File: config.mk
export PLATFORM = sky130hd
export DESIGN_NAME = hnoc_rr_arbiter
export DESIGN_NICKNAME = d
export VERILOG_FILES = /design/src/rtl/hnoc_pkg.sv /design/src/rtl/hnoc_rr_pick.sv /design/src/rtl/hnoc_rr_arbiter.sv
export SDC_FILE = /design/constraint.sdc
export NUM_CORES = 1
export LEC_CHECK = 0
export CAP_MARGIN = 10
export CORE_MARGIN = 2
export CORE_UTILIZATION = 50
export CTS_CLUSTER_DIAMETER = 100
export DETAILED_ROUTE_END_ITERATION = 6
export DONT_BUFFER_PORTS = 1
export HOLD_SLACK_MARGIN = 0.1
export SYNTH_ARGS = -nofsm -noshare
export SYNTH_HDL_FRONTEND = slang
export SYNTH_SLANG_ARGS = --single-unit
File: constraint.sdc
create_clock -name i_clk -period 4.3 [get_ports i_clk]
set_input_delay 0.43 -clock i_clk [delete_from_list [all_inputs] [get_ports i_clk]]
set_output_delay 0.43 -clock i_clk [all_outputs]
set_load 0.01 [all_outputs]
File: src/rtl/hnoc_pkg.sv
// Shared HNoC definitions: flit width helper, stats counter width, default flit layout.
package hnoc_pkg;

  localparam int StatsWidth   = 16;
  localparam int DefDataWidth = 32;
  localparam int DefAddrWidth = 3;

  function automatic int tw(input int data_width, input int addr_width);
    return data_width + addr_width;
  endfunction

  typedef struct packed {
    logic [DefAddrWidth-1:0] addr;
    logic [DefDataWidth-1:0] data;
  } flit_t;

endpackage

File: src/rtl/hnoc_rr_pick.sv
// Combinational round-robin pick: first valid index scanning ptr, ptr+1, ... with explicit wrap.
module hnoc_rr_pick #(
  parameter int NumIn = 4,
  parameter int PtrW  = $clog2(NumIn)
) (
  input  logic [NumIn-1:0] valid,
  input  logic [PtrW-1:0]  ptr,
  output logic             found,
  output logic [PtrW-1:0]  grant
);

  logic [PtrW:0] idx;

  // Scan from the farthest offset down so the offset nearest ptr wins last.
  always_comb begin
    found = 1'b0;
    grant = {PtrW{1'b0}};
    idx   = {(PtrW+1){1'b0}};
    for (int i = NumIn - 1; i >= 0; i--) begin
      idx = {1'b0, ptr} + (PtrW+1)'(i);
      if (idx >= (PtrW+1)'(NumIn)) begin
        idx = idx - (PtrW+1)'(NumIn);
      end else begin
        idx = idx;
      end
      if (valid[idx[PtrW-1:0]]) begin
        found = 1'b1;
        grant = idx[PtrW-1:0];
      end else begin
        found = found;
        grant = grant;
      end
    end
  end

endmodule

File: src/rtl/hnoc_rr_arbiter.sv
// NumIn-to-1 round-robin flit arbiter with a one-entry registered output stage.
// Optional per-requester saturating grant counters under HNOC_ARB_STATS_EN.
module hnoc_rr_arbiter
  import hnoc_pkg::*;
#(
  parameter int DataWidth = 32,
  parameter int AddrWidth = 3,
  parameter int NumIn     = 4
) (
  input  logic                             i_clk,
  input  logic                             i_reset,
  input  logic [NumIn*tw(DataWidth,AddrWidth)-1:0] i_req_data,
  input  logic [NumIn-1:0]                 i_req_valid,
  output logic [NumIn-1:0]                 o_req_ready,
  output logic [tw(DataWidth,AddrWidth)-1:0] o_data,
  output logic                             o_data_valid,
  input  logic                             i_data_ready
`ifdef HNOC_ARB_STATS_EN
  ,
  output logic [NumIn*StatsWidth-1:0]      o_grant_cnt
`endif
);

  localparam int TW   = tw(DataWidth, AddrWidth);
  localparam int PtrW = $clog2(NumIn);

  logic [PtrW-1:0] ptr;
  logic [PtrW-1:0] grant;
  logic            found;
  logic            load;
  logic            xfer;

  hnoc_rr_pick #(
    .NumIn (NumIn),
    .PtrW  (PtrW)
  ) u_pick (
    .valid (i_req_valid),
    .ptr   (ptr),
    .found (found),
    .grant (grant)
  );

  assign load = !o_data_valid || i_data_ready;
  // No ready is issued during reset so nothing is accepted and then dropped.
  assign xfer = load && found && !i_reset;

  // One-hot ready toward the chosen requester.
  always_comb begin
    o_req_ready = {NumIn{1'b0}};
    if (xfer) begin
      o_req_ready[grant] = 1'b1;
    end else begin
      o_req_ready = {NumIn{1'b0}};
    end
  end

  // Output register and round-robin pointer.
  always_ff @(posedge i_clk) begin
    if (i_reset) begin
      o_data       <= {TW{1'b0}};
      o_data_valid <= 1'b0;
      ptr          <= {PtrW{1'b0}};
    end else if (load) begin
      if (xfer) begin
        o_data       <= i_req_data[grant*TW +: TW];
        o_data_valid <= 1'b1;
        ptr          <= (grant == PtrW'(NumIn - 1)) ? {PtrW{1'b0}} : grant + PtrW'(1);
      end else begin
        o_data_valid <= 1'b0;
      end
    end else begin
      o_data       <= o_data;
      o_data_valid <= o_data_valid;
      ptr          <= ptr;
    end
  end

`ifdef HNOC_ARB_STATS_EN
  logic [StatsWidth-1:0] cnt [NumIn];

  // Saturating per-requester accepted-flit counters.
  always_ff @(posedge i_clk) begin
    for (int k = 0; k < NumIn; k++) begin
      if (i_reset) begin
        cnt[k] <= {StatsWidth{1'b0}};
      end else if (xfer && (grant == PtrW'(k)) && (cnt[k] != {StatsWidth{1'b1}})) begin
        cnt[k] <= cnt[k] + StatsWidth'(1);
      end else begin
        cnt[k] <= cnt[k];
      end
    end
  end

  for (genvar k = 0; k < NumIn; k++) begin : g_cnt
    assign o_grant_cnt[k*StatsWidth +: StatsWidth] = cnt[k];
  end
`endif

endmodule

==> flow_metrics.py <==
metrics = {
    "synthesis": {
        "synthTopCellsByArea": "dfxtp_1 29%, a221o_1 14%, mux2_2 13%",
        "synthMostInstantiatedCell": "inv_1",
        "combined_area_of_all_synthesized_cells_um2": 2590,
        "yosysTopAreaCell": "dfxtp_1",
        "synth.ff_latch_count": 38,
        "synth-edff-count": 0,
        "synth.yosys.warnings": 0,
        "synth.top_cell.area_share_pct": 29.4,
        "syn_nets": 423,
        "synthTopCellsByCount": "39 x inv_1, 38 x dfxtp_1, 35 x a221o_1, 35 x nand3b_1, 35 x o41ai_1",
        "post_synth_inst_count": 276,
        "synth-seq-area-share_pct": 29.4,
        "synthFlopType": "dfxtp_1",
        "async_reset_ff_share_pct": 0,
        "post_synth.cell_area_avg_um2": 9.38,
        "netlist-cell-type-count": 28,
    },
    "routing": {
        "drc_errors": 0,
        "antenna_left": 0,
        "route.final.wire_length_um": 6880,
        "detailedRoute.firstIterationViolations": 115,
        "first_pass_iters": 4,
        "vias": 2207,
        "drt-vias-per-instance": 6.77,
        "avgRoutedWirePerCell_um": 21.1,
    },
    "place": {
        "dp_hpwl_um": 4680,
        "pre_cts_slack_ps": 1830,
        "place.gp.congestion": 0.797,
        "port-buffer-count": 0,
    },
    "status": {
        "outcome": "completed",
    },
    "setup_path": {
        "critPathArrivalTime_ps": 2240,
        "startpoint_of_the_worst_slack_reg_to_reg_timing_path": "ptr[0]",
        "reg2reg_to": "o_data[30]",
        "timing.critical_path.to_type": "output port",
        "worst_r2r_path_depth": 6,
        "timing.critical_path.required_ps": 3870,
        "timing.setup.critical_path_class": "reg2out",
        "critical_path_peak_fanout": 40,
        "setup_slack_on_the_worst_flop_to_flop_path_ps": 2000,
        "timing.critical_path.from_type": "flip-flop",
    },
    "timing": {
        "rsz0062_at_grt": "no",
        "min_period_over_period_pct": 62.1,
        "setup_viol_count_final": 0,
        "finalWorstSetupSlack_ps": 1630,
        "timing_hold_violations_final": 0,
        "fin_skew_ps": 6.04,
        "fin_tns_setup_ps": 0,
        "timing.fmax_ghz": 0.375,
        "timing_max_transition_violations_final": 0,
        "min_period_ps": 2670,
        "relSlewSlack_pct": 24.0,
        "worst_slew_pin_slew_ps": 1140,
    },
    "power": {
        "total_power_mw": 0.964,
        "power.ir.vdd_worst_mv": 0.159,
        "power_leakage_nw": 1.07,
        "power.density_cell_area_nw_per_um2": 361,
    },
    "final_layout": {
        "areaGrowthSynthToFinish_pct": 3.19,
        "diodes": 0,
        "final_layout_size_suffix_gt1_share_pct": 19.5,
        "num-nets-final": 404,
    },
    "clock_network": {
        "root_buffer": "clkbuf_8",
        "cts_buffer_depth": 2,
        "cts_tree": "built",
        "cts.reportedPaths.clkPinSlew_ps": 70,
        "cts-hold-fix-buffers": 0,
        "cts.sinks": 38,
        "cts_h_tree_lvls": 2,
        "postCtsResizedCells": 0,
        "tritoncts.num_buffers": 5,
        "clock_latency_at_the_later_pin_of_the_worst_skew_pair_ps": 290,
        "post_cts.repair.setup_buffers": 0,
    },
    "grt": {
        "grt_pass1_vias": 2251,
        "grt_max_degree": 78,
        "grt_pass1_wl_um": 11100,
        "grt_antenna_before_repair": 0,
        "grt_overflow_total": 0,
        "gr-usage-all-layers_pct": 23.3,
    },
    "die": {
        "design.core.area_um2": 5040,
        "top_level_ports": 187,
        "dieArea_um2": 5770,
        "floorplan.initialDensity_pct": 51.3,
        "die_h_um": 76.0,
        "die_w_um": 76.0,
        "fp-row-count": 26,
    },
    "hold_path": {
        "holdPathStages": 1,
        "holdCritPathClass": "in2reg",
        "min_delay_worst_endpoint": "o_data_valid",
        "timing.hold.worst.start": "i_reset",
    },
    "flow_run": {
        "count_of_maximum_capacitance_violations": 0,
    },
}
## flip-flops by register name, indices dropped and copies added (netlist names)
name	count
o_data	35
ptr	2
o_data_valid	1
## layout make-up
type | count | area, um^2
Multi-Input combinational cell | 168 | 1560
Tap cell | 70 | 87.6
Sequential cell | 38 | 761
Timing Repair Buffer | 5 | 37.5
Fill cell | 489 | 2370
Clock buffer | 6 | 82.6
Inverter | 39 | 146
## cell families (layout without fill, tap and decap cells)
logic type	Yosys count	after routing	share of synthesized area, %
DFF	38	38	29.4
buffers and inverters	70	50	11.2
muxes	35	35	16.1
and+or+nand+nor	50	50	13.2
AOI/OAI and AO/OA	83	83	30.1
## how the worst max path moves through the flow
stage,startpoint,endpoint,cells after the start
2_1_floorplan,i_req_valid[1],o_req_ready[1],6
3_3_place_gp,i_req_valid[1],o_req_ready[2],5
3_5_place_dp,i_req_valid[1],o_req_ready[2],5
4_1_cts,ptr[0],o_req_ready[2],5
5_1_grt,ptr[0],o_req_ready[2],5
6_report,ptr[0],o_req_ready[2],5
## cells in the final DEF, fill, tap and decap left out, types with 3 or more instances in the layout
cell type   n
o41ai_1    35
buf_4       5
nor2_1      6
mux2_2     29
clkbuf_8    6
nand2b_1    3
mux2_4      6
inv_1      39
dfxtp_1    38
a221o_1    35
nand3b_1   35
a21oi_1     4
## through the flow
stage | instance area, um^2 | hold WS [ps] | instances | utilization [%]
after global routing | 2670 | 199 | 326 | 53.0
after CTS | 2670 | 206 | 326 | 53.0
final | 2670 | 218 | 326 | 53.0
after global placement | 2590 | 511 | 320 | 51.3
after detailed placement | 2590 | 512 | 320 | 51.3
after floorplan | 2590 | 495 | 276 | -
## power by group
part	internal, mW	switching (mW)
logic	0.130	0.118
registers	0.408	0.0673
clock network	0.124	0.117
## worst max-delay path, stage by stage (launching register included)
cell and delay [ps]:
dfxtp_1 370, nand2b_1 160, a21oi_1 130, a211o_2 710
and3_1 300, buf_4 270
## per-layer routing
layer | wire length, um | share of wire, % | GRT usage [%]
met5 | 0 | 0 | 0
met4 | 128 | 1.9 | 8.00
met3 | 600 | 8.7 | 6.31
met2 | 3410 | 50 | 40.0
met1 | 2740 | 40 | 28.0
Note: power is estimated with default switching activity, not from simulation.
